===== config.mk =====
export PLATFORM = sky130hd
export DESIGN_NAME = clock_set_ctrl
export DESIGN_NICKNAME = d
export VERILOG_FILES = /design/src/rtl/clock_set_ctrl.sv
export SDC_FILE = /design/constraint.sdc
export NUM_CORES = 1
export LEC_CHECK = 0
export ABC_CLOCK_PERIOD_IN_PS = 3800
export BUFFER_PORTS_ARGS = -buffer_cell sky130_fd_sc_hd__buf_2
export CAP_MARGIN = 20
export CELL_PAD_IN_SITES_DETAIL_PLACEMENT = 1
export CELL_PAD_IN_SITES_GLOBAL_PLACEMENT = 1
export CORE_UTILIZATION = 35
export DETAILED_ROUTE_END_ITERATION = 12
export MAX_ROUTING_LAYER = met4
export PLACE_DENSITY = 0.65
export SYNTH_ARGS = -nofsm -noshare
export SYNTH_HDL_FRONTEND = slang
export SYNTH_SLANG_ARGS = --single-unit

===== constraint.sdc =====
create_clock -name clk -period 3.8 [get_ports clk]
set_input_delay 0.57 -clock clk [delete_from_list [all_inputs] [get_ports clk]]
set_output_delay 0.57 -clock clk [all_outputs]
set_load 0.01 [all_outputs]

===== src/rtl/clock_set_ctrl.sv =====
// User-interface sequencer for digital_clock: 1 Hz generation, set-mode FSM and step/seconds commands.
// Optional inactivity timeout in set modes is enabled by defining CLKSET_TIMEOUT_EN.
module clock_set_ctrl #(
    parameter int unsigned DIV       = 50_000_000,
    parameter int unsigned TIMEOUT_S = 30
) (
    input  logic       clk,
    input  logic       rst_n,
    input  logic       btn_mode,
    input  logic       btn_up,
    input  logic       btn_down,
    input  logic [5:0] sec_in,
    output logic       clk_1hz,
    output logic       time_pause,
    output logic       hour_inc,
    output logic       hour_dec,
    output logic       min_inc,
    output logic       min_dec,
    output logic [5:0] set_sec,
    output logic [1:0] mode
);

    localparam int unsigned CNT_W  = $clog2(DIV);
    localparam int unsigned SEC_W  = 6;
    localparam int unsigned STEP_W = 4;
    localparam int unsigned TO_W   = 6;

    localparam logic [CNT_W-1:0] CNT_MAX = CNT_W'(DIV - 1);
    localparam logic [SEC_W-1:0] SEC_MAX = SEC_W'(59);

    localparam logic [1:0] MODE_RUN = 2'd0;
    localparam logic [1:0] MODE_HR  = 2'd1;
    localparam logic [1:0] MODE_MIN = 2'd2;
    localparam logic [1:0] MODE_SEC = 2'd3;

    // Step vector bit order: {hour_inc, hour_dec, min_inc, min_dec}
    localparam logic [STEP_W-1:0] STEP_HR_INC  = 4'b1000;
    localparam logic [STEP_W-1:0] STEP_HR_DEC  = 4'b0100;
    localparam logic [STEP_W-1:0] STEP_MIN_INC = 4'b0010;
    localparam logic [STEP_W-1:0] STEP_MIN_DEC = 4'b0001;

    logic [CNT_W-1:0]  cnt_q, cnt_d;
    logic              clk_1hz_q, clk_1hz_d;
    logic              btn_mode_q, btn_up_q, btn_down_q;
    logic [1:0]        mode_q, mode_d;
    logic [STEP_W-1:0] pend_q, pend_d;
    logic [STEP_W-1:0] step_q, step_d;
    logic              time_pause_q, time_pause_d;
    logic [SEC_W-1:0]  set_sec_q, set_sec_d;
    logic [SEC_W-1:0]  sec_shadow_q, sec_shadow_d;

    logic              wrap, fall;
    logic              mode_p, up_p, down_p, step_acc;
    logic              to_fire, capture;
    logic [STEP_W-1:0] step_new;

`ifdef CLKSET_TIMEOUT_EN
    localparam logic [TO_W-1:0] TO_LIMIT = TO_W'(TIMEOUT_S);
    logic [TO_W-1:0] to_q, to_d;
    assign to_fire = (to_q == TO_LIMIT);
`else
    // Timer absent: TIMEOUT_S has no effect (its legal range excludes 0).
    assign to_fire = (TIMEOUT_S == 0);
`endif

    assign wrap     = (cnt_q == CNT_MAX);
    assign fall     = wrap & clk_1hz_q;
    assign mode_p   = btn_mode & ~btn_mode_q;
    assign up_p     = btn_up & ~btn_up_q;
    assign down_p   = btn_down & ~btn_down_q;
    assign step_acc = ~mode_p & (up_p ^ down_p);
    // Entering a set mode: reload the clock's own seconds so it stops without a jump.
    assign capture  = fall & (mode_q != MODE_RUN) & ~time_pause_q;

    always_comb begin
        step_new = '0;
        case (mode_q)
            MODE_HR:  step_new = up_p ? STEP_HR_INC : STEP_HR_DEC;
            MODE_MIN: step_new = up_p ? STEP_MIN_INC : STEP_MIN_DEC;
            default:  step_new = '0;
        endcase
    end

    always_comb begin
        cnt_d        = wrap ? '0 : cnt_q + CNT_W'(1);
        clk_1hz_d    = clk_1hz_q ^ wrap;
        mode_d       = mode_q;
        pend_d       = pend_q;
        step_d       = step_q;
        time_pause_d = time_pause_q;
        set_sec_d    = set_sec_q;
        sec_shadow_d = sec_shadow_q;

        if (to_fire) begin
            mode_d = MODE_RUN;
        end else if (mode_p) begin
            mode_d = mode_q + 2'd1;
        end

        // Output register set toward digital_clock only moves on FALL
        if (fall) begin
            time_pause_d = (mode_q != MODE_RUN);
            step_d       = pend_q;
            set_sec_d    = capture ? sec_in : sec_shadow_q;
        end

        if (mode_p || to_fire) begin
            pend_d = '0;
        end else if (step_acc && (pend_q == '0) && (step_new != '0)) begin
            pend_d = step_new;
        end else if (fall) begin
            pend_d = '0;
        end

        if (capture) begin
            sec_shadow_d = sec_in;
        end else if ((mode_q == MODE_SEC) && step_acc) begin
            if (up_p) begin
                sec_shadow_d = (sec_shadow_q == SEC_MAX) ? '0 : sec_shadow_q + SEC_W'(1);
            end else begin
                sec_shadow_d = (sec_shadow_q == '0) ? SEC_MAX : sec_shadow_q - SEC_W'(1);
            end
        end
    end

`ifdef CLKSET_TIMEOUT_EN
    always_comb begin
        to_d = to_q;
        if ((mode_q == MODE_RUN) || mode_p || step_acc || to_fire) begin
            to_d = '0;
        end else if (fall) begin
            to_d = to_q + TO_W'(1);
        end
    end
`endif

    always_ff @(posedge clk or negedge rst_n) begin
        if (!rst_n) begin
            cnt_q        <= '0;
            clk_1hz_q    <= 1'b0;
            btn_mode_q   <= 1'b0;
            btn_up_q     <= 1'b0;
            btn_down_q   <= 1'b0;
            mode_q       <= MODE_RUN;
            pend_q       <= '0;
            step_q       <= '0;
            time_pause_q <= 1'b0;
            set_sec_q    <= '0;
            sec_shadow_q <= '0;
`ifdef CLKSET_TIMEOUT_EN
            to_q         <= '0;
`endif
        end else begin
            cnt_q        <= cnt_d;
            clk_1hz_q    <= clk_1hz_d;
            btn_mode_q   <= btn_mode;
            btn_up_q     <= btn_up;
            btn_down_q   <= btn_down;
            mode_q       <= mode_d;
            pend_q       <= pend_d;
            step_q       <= step_d;
            time_pause_q <= time_pause_d;
            set_sec_q    <= set_sec_d;
            sec_shadow_q <= sec_shadow_d;
`ifdef CLKSET_TIMEOUT_EN
            to_q         <= to_d;
`endif
        end
    end

    assign clk_1hz    = clk_1hz_q;
    assign time_pause = time_pause_q;
    assign hour_inc   = step_q[3];
    assign hour_dec   = step_q[2];
    assign min_inc    = step_q[1];
    assign min_dec    = step_q[0];
    assign set_sec    = set_sec_q;
    assign mode       = mode_q;

endmodule


==> metrics.md, run 1 <==
| Metric | Value |
|---|---|
| Die ar. | 8090 µm² |
| Antenna violations before repair | 0 |
| Ant. Diodes | 0 |
| CTS hold repair buffers | 0 |
| PortBufs | 24 |
| Core Region | 7370 µm² |
| DIE HEIGHT | 89.9 µm |
| Max clock buf depth | 2 |
| Post-route setup TNS | 0 ns |
| Setup bufs post-CTS | 0 |
| Max_cap viols | 0 |
| Seq cells post-synth | 53 |
| Fraction of layout instances using a drive strength above 1 | 0.156 |
| CP max stage delay | 0.69 ns |
| Mapped Avg Cell Area | 9.77 µm² |
| Post-synth EDFFs | 0 |
| Worst Hold Slack | 0.370 ns |
| Post-synthesis sequential area ratio | 0.490 |
| Worst R2R Start | cnt_q[0] |
| Library cells used by synthesis | 44 |
| Crit path cell chain | ha_1 > nand2_1 > nor2_1 > and4_1 > ha_1 > buf_4 > nand2b_1 > nor2_1 > a21oi_1 > a32o_1 |
| Die W | 89.9 µm |
| CTS tree | built |
| Top_reg_cell synth | dfrtp_1 |
| Initial Utilization | 0.367 |
| First-pass GRT wire length | 10600 µm |
| Pin count of the biggest net entering global routing | 40 |
| Vias | 2076 |
| Row count | 31 |
| Worst Setup SP | cnt_q[0] |
| TritonCTS buffer count | 5 |
| Worst setup EP type | flip-flop |
| Vias in the first global route | 2178 |
| Root buffer cell | clkbuf_8 |
| FMAX | 339 MHz |
| CP max FO | 19 |
| Status | complete, no violations |
| Kind of critical path | reg -> reg |
| Ys async rst share | 1.00 |
| Synthesis Warnings | 0 |
| Syn Std Cell Area | 2710 µm² |
| Clock-pin slew on the worst setup and hold paths | 0.10 ns |
| Clock Skew | 0.00668 ns |
| Hpwl dp | 4370 µm |
| RSZ-0062 raised after global routing | false |
| CTS sink cnt | 53 |
| Tightest Pin Transition | 0.935 ns |
| Number of fill cells in the layout | 881 |
| Fin. Hold Viols | 0 |
| Startpoint Class | flip-flop |
| Htree depth | 2 |
| Slew margin rel. | 0.377 |
| Final setup viols | 0 |
| Detailed Routing Iterations Pass 1 | 4 |
| Post-route ant nets | 0 |
| CP arrival | 3.16 ns |
| Final-report max-slew violation count | 0 |
| Tmin final | 2.95 ns |
| Leakage | 1.38 nW |
| CP bufs+invs | 1 |
| Area Overhead vs Synth | 12.3% |
| GP Congestion | 0.799 |
| Detailed-route vias per instance | 5.19 |
| Gr usage total | 0.168 |
| Worst-Skew Late Latency | 0.31 ns |
| Power per cell area | 476 nW/µm² |
| Gr ovfl total | 0 |
| CP max-delay cell | nor2_1 |
| Multi-input logic area | 1300 µm² |
| Tightest Hold Check Type | in -> reg |
| Seq. cell area | 1330 µm² |
| WP data required | 4.01 ns |
| HP Start | btn_down |
| Critical path's top delay family | simple AND/OR/NAND/NOR gates |
| Post-Syn Instances | 277 |
| Final layout net count | 320 |
| Post-cts gate resize count | 0 |
| DRT Wirelength | 5990 µm |
| Drt wl/cell | 15.0 µm |
| Period utilization | 0.777 |
| Peak supply drop | 0.000209 V |
| IO Pins | 25 |
| Post-layout util | 0.413 |
| Synthesized Nets | 297 |
| Initial DRC Count | 72 |
| Residual DRC count | 0 |
[cells by family after synthesis]
| logic type | share of synthesized area |
|---|---|
| flip-flops | 0.490 |
| buffers and inverters | 0.0291 |
| AO/OA/AOI/OAI | 0.0860 |
| AND/OR/NAND/NOR | 0.239 |
| multiplexers | 0.0300 |
| XOR/XNOR | 0.0841 |
| adder cells (fa/ha/maj) | 0.0416 |
[state kept, by name (all words and copies together) (netlist names)]
signal	count
btn_down_q	1
btn_mode_q	1
btn_up_q	1
set_sec	6
mode	2
pend_q	4
sec_shadow_q	6
clk_1hz	1
step_q	4
time_pause	1
cnt_q	26
[cell usage after synthesis, types with 2 or more instances]
| cell | count | area share |
|---|---|---|
| and4_1 | 2 | 0.0065 |
| and2_1 | 2 | 0.0046 |
| xor2_1 | 15 | 0.049 |
| a21oi_1 | 11 | 0.020 |
| nand2b_1 | 6 | 0.014 |
| nand2_1 | 29 | 0.040 |
| a311oi_1 | 3 | 0.0097 |
| nor2b_1 | 3 | 0.0069 |
| nor3_1 | 4 | 0.0074 |
| nor4_1 | 4 | 0.0092 |
| mux2_2 | 5 | 0.021 |
| a31oi_1 | 6 | 0.014 |
| buf_2 | 3 | 0.0055 |
| o21ai_0 | 8 | 0.015 |
| dfrtp_1 | 53 | 0.49 |
| nand3_1 | 18 | 0.033 |
| xnor2_1 | 11 | 0.036 |
| nor2_1 | 38 | 0.053 |
| o22ai_1 | 2 | 0.0046 |
| clkbuf_1 | 7 | 0.0097 |
| nand3b_1 | 2 | 0.0055 |
| nand4_1 | 6 | 0.014 |
| ha_1 | 9 | 0.042 |
| inv_1 | 7 | 0.0097 |
| and3_1 | 4 | 0.0092 |
[power by group]
part           switching [mW]  internal (mW)
clock network           0.194          0.215
registers              0.0839          0.613
logic                   0.185          0.158
[layer usage]
metal  vias up  global-route usage  part of all wire
met5         -                   -                 0
met4         0              0.0484             0.012
met3         5              0.0296             0.025
met2        28               0.265              0.45
met1      1033               0.223              0.51
li1       1010                   -                 -
[layout by cell type (no fill, tap or decap), types with 2 or more instances in the layout]
master / instances
a31oi_1: 6
a311oi_1: 3
nor4_1: 4
clkbuf_8: 6
xor2_1: 15
nand2b_1: 6
nand2_1: 29
nand3_1: 18
and2_1: 2
buf_4: 3
nor3_1: 4
o21ai_0: 8
buf_2: 24
inv_1: 7
nand4_1: 6
o22ai_1: 2
ha_1: 9
mux2_2: 5
nor2_1: 38
a21oi_1: 11
and3_1: 4
nand3b_1: 2
dfrtp_1: 53
nor2b_1: 3
and4_1: 2
xnor2_1: 11
[final cells by class]
cell class | instances | area share
Sequential cell | 53 | 0.436
Multi-Input combinational cell | 206 | 0.428
Timing Repair Buffer | 27 | 0.0469
Tap cell | 99 | 0.0407
Clock buffer | 6 | 0.0272
Clock inverter | 2 | 0.0123
Inverter | 7 | 0.00864
[per-stage QoR]
stage / power, mW / area (µm²) / setup slack (ns) / instances
global placement: 1.04 / 2920 / 0.991 / 392
finish: 1.45 / 3040 / 0.847 / 400
CTS: 1.47 / 3040 / 0.824 / 400
detailed placement: 1.06 / 2920 / 0.842 / 392
floorplan: 0.950 / 2710 / 0.985 / 277
global route: 1.55 / 3040 / 0.558 / 400
[worst paths after layout]
| kind | cells past startpoint | end | slack, ns |
|---|---|---|---|
| max in group asynchronous | 2 | set_sec[5] | 2.63 |
| worst min register to register | 1 | step_q[3] | 0.51 |
| worst max register to register | 10 | sec_shadow_q[5] | 0.85 |
| min in group asynchronous | 1 | btn_up_q | 0.39 |
| worst max-delay path | 10 | sec_shadow_q[5] | 0.85 |
| worst min-delay path | 1 | btn_down_q | 0.37 |
Power figures use the tool's default switching activity.
==> inputs of run 2 (changes only) <==
ABC_AREA = 1   (was default)
ABC_CLOCK_PERIOD_IN_PS = 2750   (was 3800)
PLACE_DENSITY = 0.67   (was 0.65)
clock period = 2.75 ns   (was 3.8 ns; I/O delays follow)
==> run 2 against run 1 <==
- the run now ends with negative hold slack left
- total power is 35% higher
- non-clock buffer count is 9 higher
- cell area is 12% higher
- largest cell class is now multi-input combinational cells
- largest power group unchanged
- via count is 25% higher
- first-iteration DRC count is 8.3% lower
- synthesized cell count is 36% higher
- die area is 11% higher
- cell count is 30% higher
==> metrics.md, run 2 <==
| Metric | Value |
|---|---|
| Top post-synthesis cells by area | dfrtp_1, nand2_1, nor2_1, inv_1, xor2_1 |
| Row count | 33 (+6.5%) |
| CP max FO | 5 (-14) |
| CTS sink cnt | 53 (unchanged) |
| Fin. Hold Viols | 3 (+3) |
| Reg-to-reg slack, setup | 0.33 ns (-0.51 ns) |
| Die W | 94.6 µm (+5.2%) |
| CTS hold repair buffers | 0 (unchanged) |
| Worst R2R End | sec_shadow_q[4] |
| Most frequent cells in the layout | nand2_1, dfrtp_1, nor2_1, inv_1, buf_2 |
| Detailed Routing Iterations Pass 1 | 4 (unchanged) |
| Tightest Hold Check Type | in -> async |
| Die ar. | 8960 µm² (+11%) |
| Worst setup EP type | flip-flop |
| Initial DRC Count | 66 (-8.3%) |
| FMAX | 414 MHz (+22%) |
| WP data required | 2.92 ns (-1.09 ns) |
| Pre-CTS setup slack | 0.111 ns (-0.731 ns) |
| Period utilization | 0.879 (+0.102) |
| PortBufs | 24 (unchanged) |
| Tmin final | 2.42 ns (-0.535 ns) |
| Post-route setup TNS | 0 ns (unchanged) |
| CP arrival | 2.58 ns (-0.58 ns) |
| IO Pins | 25 (unchanged) |
| Tightest Pin Transition | 0.520 ns (-0.415 ns) |
| Ant. Diodes | 0 (unchanged) |
| Ys async rst share | 1.00 (unchanged) |
| Clock Skew | 0.0117 ns (+0.00504 ns) |
| Final setup viols | 0 (unchanged) |
| CTS tree | built |
| Worst Hold Slack | -0.00159 ns (-0.372 ns) |
| Mapped Avg Cell Area | 7.95 µm² (-19%) |
| Max_cap viols | 0 (unchanged) |
| Drt wl/cell | 15.1 µm (+0.63%) |
| Vias in the first global route | 2689 (+23%) |
| Residual DRC count | 0 (unchanged) |
| Root buffer cell | clkbuf_8 |
| DRT Wirelength | 7850 µm (+31%) |
| Kind of critical path | reg -> reg |
| Initial Utilization | 0.364 (-0.00344) |
| Hpwl dp | 6150 µm (+41%) |
| Final worst setup slack | 0.332 ns (-0.515 ns) |
| Slew margin rel. | 0.651 (+0.274) |
| Crit path cell chain | nand2_1 > nor2_2 > inv_1 > nor4_1 > nand3_1 > nor2_4 > ha_1 > inv_1 > or2_1 > nor2_4 > buf_4 > nor2_1 > o21ai_0 > o211ai_1 |
| First-pass GRT wire length | 13300 µm (+25%) |
| Top cell type's share of synthesized area | 0.441 (-0.0486) |
| Synth cell count leaders | nand2_1, dfrtp_1, nor2_1 |
| Post-synth EDFFs | 0 (unchanged) |
| Worst R2R Start | cnt_q[12] |
| Most frequent cell after synthesis | nand2_1 |
| Post-Syn Instances | 378 (+36%) |
| Area leader, netlist | dfrtp_1 |
| GP Congestion | 0.831 (+4.0%) |
| Core Region | 8260 µm² (+12%) |
| Clock-pin slew on the worst setup and hold paths | 0.10 ns (about the same) |
| Startpoint Class | flip-flop |
| TritonCTS buffer count | 5 (unchanged) |
| Max clock buf depth | 2 (unchanged) |
| Worst-Skew Late Latency | 0.31 ns (about the same) |
| Peak supply drop | 0.000264 V (+27%) |
| DIE HEIGHT | 94.6 µm (+5.2%) |
| Fraction of layout instances using a drive strength above 1 | 0.151 (-0.00470) |
| Post-synthesis sequential area ratio | 0.441 (-0.0486) |
| Post-route ant nets | 0 (unchanged) |
| Detailed-route vias per instance | 4.98 (-4.0%) |
| Syn Std Cell Area | 3000 µm² (+11%) |
| Most common cell after layout, fill and taps aside | nand2_1 |
| Leakage | 1.64 nW (+19%) |
| Gr usage total | 0.200 (+0.0315) |
| Vias | 2596 (+25%) |
| Power per cell area | 573 nW/µm² (+20%) |
| Final layout net count | 435 (+36%) |
| CP max-delay cell | dfrtp_1 |
| Max reg flops | 26 (unchanged) |
| Synthesized Nets | 398 (+34%) |
| Library cells used by synthesis | 32 (-27%) |
| CP max stage delay | 0.42 ns (-0.27 ns) |
| Top_reg_cell synth | dfrtp_1 |
| Reg with most FFs | cnt_q |
| Htree depth | 2 (unchanged) |
| Area Overhead vs Synth | 13.8% |
| Failing checks | negative hold slack |
| Status | finished, violations left |
| Worst Reg-to-Reg Cells | 14 (+4) |
| Final-report max-slew violation count | 0 (unchanged) |
| RSZ-0062 raised after global routing | false |
| Synthesis Warnings | 0 (unchanged) |
| Antenna violations before repair | 0 (unchanged) |
| Seq cells post-synth | 53 (unchanged) |
| Gr ovfl total | 0 (unchanged) |
| Pin count of the biggest net entering global routing | 40 (unchanged) |
run 2: cell count changes after synthesis, moves of 5 or more:
| cell | change |
|---|---|
| nand2_1 | +52 |
| inv_1 | +37 |
| nor2_1 | +13 |
| nand4_1 | +9 |
| o21ai_0 | +9 |
| nor3_1 | +8 |
| nand2b_1 | -6 |
| xnor2_1 | -6 |
| mux2_2 | -5 |
run 2: cell families after synthesis:
kind of cell             synth area share
adder cells (fa/ha/maj)            0.0375
AND/OR/NAND/NOR                     0.322
XOR/XNOR                           0.0612
AO/OA/AOI/OAI                      0.0733
flip-flops                          0.441
buffers and inverters              0.0650
run 2: worst max-delay path, delay by kind of cell (launching register included):
| kind | cells | cell delay [ns] |
|---|---|---|
| AO/OA/AOI/OAI | 2 | 0.22 |
| adder cells (fa/ha/maj) | 1 | 0.19 |
| buffers and inverters | 3 | 0.25 |
| flip-flops | 1 | 0.42 |
| AND/OR/NAND/NOR | 8 | 1.19 |
run 2: power by group:
part	total (mW)	leakage, nW	internal, mW	switching (mW)
clock	0.444	0.0374	0.180	0.264
combinational	0.536	0.929	0.206	0.330
sequential	0.977	0.675	0.850	0.128
run 2: routing by layer:
metal	vias up	track usage	part of all wire
met3	8	0.0242	0.026
met1	1248	0.260	0.47
met2	43	0.327	0.49
met4	0	0.0568	0.013
met5	-	-	0
li1	1297	-	-
run 2: how the worst max path moves through the flow:
stage,endpoint,startpoint,depth (start not counted)
after floorplan,sec_shadow_q[3],cnt_q[12],15
after global placement,sec_shadow_q[3],cnt_q[9],14
after detailed placement,sec_shadow_q[3],cnt_q[9],14
after CTS,sec_shadow_q[1],cnt_q[9],14
after global routing,sec_shadow_q[1],cnt_q[14],15
final,sec_shadow_q[4],cnt_q[12],14
run 2: layout make-up:
class	instances	area [µm²]
well taps	105	131
clock buffers	6	72.6
multi-input cells	274	1490
flip-flops and latches	53	1330
fillers	1047	4840
clock inverters	2	15.0
repair buffers	36	210
inverters	45	169
run 2: what timing repair did:
action,4_1_cts,5_1_grt
setup endpoints to repair,0,11
hold endpoints to repair,0,0
resized for setup,0,3
buffers inserted,0,3
run 2: metrics by stage:
stage	utilization	power, mW	hold WS (ns)	std cells	cell area [µm²]
3_5_place_dp	0.399	1.53	0.350	510	3300
6_report	0.414	1.96	-0.00159	521	3420
3_3_place_gp	0.399	1.51	0.349	510	3300
4_1_cts	0.410	1.99	0.00642	518	3380
5_1_grt	0.414	2.12	0.0134	521	3420
2_1_floorplan	-	1.35	0.117	378	3000
==> inputs of run 3 (changes only) <==
ABC_AREA = default   (was 1)
PLACE_DENSITY = 0.65   (was 0.67)
==> run 3 against run 2 <==
- the run now ends clean
- cell count fell by 23%
- non-clock buffer count is 8 lower
- count of clock-buffer cells in the layout increased by 1
- critical endpoint is now sec_shadow_q[3]
- highest routed layer unchanged
==> metrics.md, run 3 (same netlist as run 1, synthesis figures left out) <==
| Metric | Value |
|---|---|
| Status | complete, no violations |
| CP arrival | 2.69 ns (+0.11 ns) |
| Kind of critical path | reg -> reg |
| Tightest Pin Transition | 0.696 ns (+0.176 ns) |
| Share of power burned in registers | 0.483 (-0.016) |
| WP data required | 2.95 ns (+0.03 ns) |
| Routed wl met3 | 119 µm (-42%) |
| Startpoint Class | flip-flop |
| PortBufs | 24 (unchanged) |
| CP max-delay cell | dfrtp_1 |
| Final-report max-slew violation count | 0 (unchanged) |
| Clock network power share | 0.278 (+0.051) |
| DIE HEIGHT | 89.9 µm (-5.0%) |
| Pin count of the biggest net entering global routing | 54 (+35%) |
| Max Used Layer | met4 |
| CTS tree | built |
| Detailed Routing Iterations Pass 1 | 4 (unchanged) |
| Root buffer cell | clkbuf_8 |
| Initial DRC Count | 42 (-36%) |
| Leakage | 1.39 nW (-15%) |
| Worst setup EP type | flip-flop |
| Period utilization | 0.906 (+0.0269) |
| Tmin final | 2.49 ns (+0.0739 ns) |
| Drt wl/cell | 15.5 µm (+2.9%) |
| Vias in the first global route | 2257 (-16%) |
| FMAX | 401 MHz (-3.0%) |
| Die W | 89.9 µm (-5.0%) |
| DRT Wirelength | 6220 µm (-21%) |
| Gr usage total | 0.175 (-0.0252) |
| Routed wl met2 | 2950 µm (-23%) |
| M1 WL | 3110 µm (-16%) |
| Clock Skew | 0.00717 ns (-0.00455 ns) |
| Most frequent cells in the layout | dfrtp_1, nor2_1, nand2_1, buf_2, nand3_1 |
| Residual DRC count | 0 (unchanged) |
| Ant. Diodes | 0 (unchanged) |
| Final layout net count | 321 (-26%) |
| Vias | 2088 (-20%) |
| Die ar. | 8090 µm² (-9.7%) |
| Post-route ant nets | 0 (unchanged) |
| Worst-Skew Late Latency | 0.30 ns (about the same) |
| Core Region | 7370 µm² (-11%) |
| Clock-pin slew on the worst setup and hold paths | 0.10 ns (about the same) |
| Sw frac | 0.317 (-0.0515) |
| CP max stage delay | 0.43 ns (about the same) |
| RSZ-0062 raised after global routing | false |
| Max reg flops | 26 (unchanged) |
| Area Overhead vs Synth | 12.8% |
| Crit path cell chain | ha_2 > nand2_1 > nor2_2 > and4_1 > ha_1 > nand2b_1 > nand2b_2 > and2_1 > a22o_1 > a31o_2 |
| Fraction of layout instances using a drive strength above 1 | 0.166 (+0.0141) |
| Gr ovfl total | 0 (unchanged) |
| GP Congestion | 0.785 (-5.6%) |
| Initial Utilization | 0.367 (+0.00344) |
| Fin. Hold Viols | 0 (-3) |
| Critical path's top delay family | simple AND/OR/NAND/NOR gates |
| Antenna violations before repair | 0 (unchanged) |
| Slew margin rel. | 0.536 (-0.115) |
| Comb pwr share | 0.239 (-0.035) |
| Post-layout util | 0.414 (about the same) |
| Hpwl dp | 4490 µm (-27%) |
| First-pass GRT wire length | 11100 µm (-17%) |
| CP max FO | 10 (+5) |
| Power per cell area | 654 nW/µm² (+14%) |
| TritonCTS buffer count | 5 (unchanged) |
| CTS sink cnt | 53 (unchanged) |
| CP bufs+invs | 0 (-3) |
| Max_cap viols | 0 (unchanged) |
| Reg with most FFs | cnt_q |
| Final setup viols | 0 (unchanged) |
| Htree depth | 2 (unchanged) |
| Tightest Hold Check Type | in -> async |
| CTS hold repair buffers | 0 (unchanged) |
| Power Internal | 1.36 mW (+10%) |
| Row count | 31 (-6.1%) |
| Peak supply drop | 0.000334 V (+26%) |
| IO Pins | 25 (unchanged) |
| Max clock buf depth | 2 (unchanged) |
| Most common cell after layout, fill and taps aside | dfrtp_1 |
| Switching power | 0.634 mW (-12%) |
| Post-route setup TNS | 0 ns (unchanged) |
| Detailed-route vias per instance | 5.21 (+4.5%) |
-- run 3: cell count changes in the layout (fill, tap and decap cells not counted), moves of 6 or more --
cell,delta
o21ai_0,-9
nor3_1,-8
inv_1,-36
nand2_1,-52
xnor2_1,+6
buf_4,-8
nand4_1,-9
nor2_1,-14
-- run 3: cell type report --
| class | instances | area, µm² |
|---|---|---|
| well taps | 99 | 124 |
| fillers | 888 | 4320 |
| clock inverters | 1 | 30.0 |
| multi-input cells | 206 | 1310 |
| repair buffers | 28 | 150 |
| inverters | 7 | 26.3 |
| flip-flops and latches | 53 | 1330 |
| clock buffers | 7 | 86.3 |
-- run 3: power by group through the flow --
stage	Combinational (mW)	Sequential, mW	Clock, mW
floorplan	0.385	0.927	0
global placement	0.465	0.975	0
detailed placement	0.481	0.981	0
CTS	0.486	0.965	0.576
global route	0.546	0.981	0.602
finish	0.477	0.965	0.555
-- run 3: routing by layer --
metal  track usage  vias to the layer above
met1         0.231                     1056
met5             -                        -
li1              -                     1008
met3        0.0271                        4
met2         0.282                       20
met4        0.0444                        0
-- run 3: what timing repair did --
item	4_1_cts	5_1_grt
endpoints found under the hold margin	0	0
setup buffers	0	0
endpoints found under the setup margin	0	1
resized for setup	0	1
-- run 3: worst register-to-register path, delay by kind of cell (launching register included) --
family / cells / cell delay (ns)
compound gates: 2 / 0.38
flops: 1 / 0.43
fa+ha+maj: 2 / 0.42
simple gates: 6 / 1.17
-- run 3: stage by stage --
| stage | area [µm²] | setup WS [ns] | hold slack, ns | cells | total power, mW |
|---|---|---|---|---|---|
| finish | 3050 | 0.258 | 0.218 | 401 | 2.00 |
| global route | 3050 | 0.0635 | 0.209 | 401 | 2.13 |
| CTS | 3050 | 0.141 | 0.208 | 401 | 2.03 |
| detailed placement | 2930 | 0.170 | 0.491 | 393 | 1.46 |
| global placement | 2930 | 0.309 | 0.485 | 393 | 1.44 |
| floorplan | 2710 | 0.00785 | 0.117 | 277 | 1.31 |
-- run 3: final timing paths --
kind	slack, ns	end	start	depth (start not counted)
hold reg to reg	0.51	step_q[2]	step_q[2]	1
setup reg to reg	0.26	sec_shadow_q[3]	cnt_q[0]	10
min in group clk	0.22	btn_down_q	btn_down	1
max in group asynchronous	2.06	cnt_q[4]	rst_n	2
setup / recovery	0.26	sec_shadow_q[3]	cnt_q[0]	10
hold / removal	0.22	sec_shadow_q[2]	rst_n	2
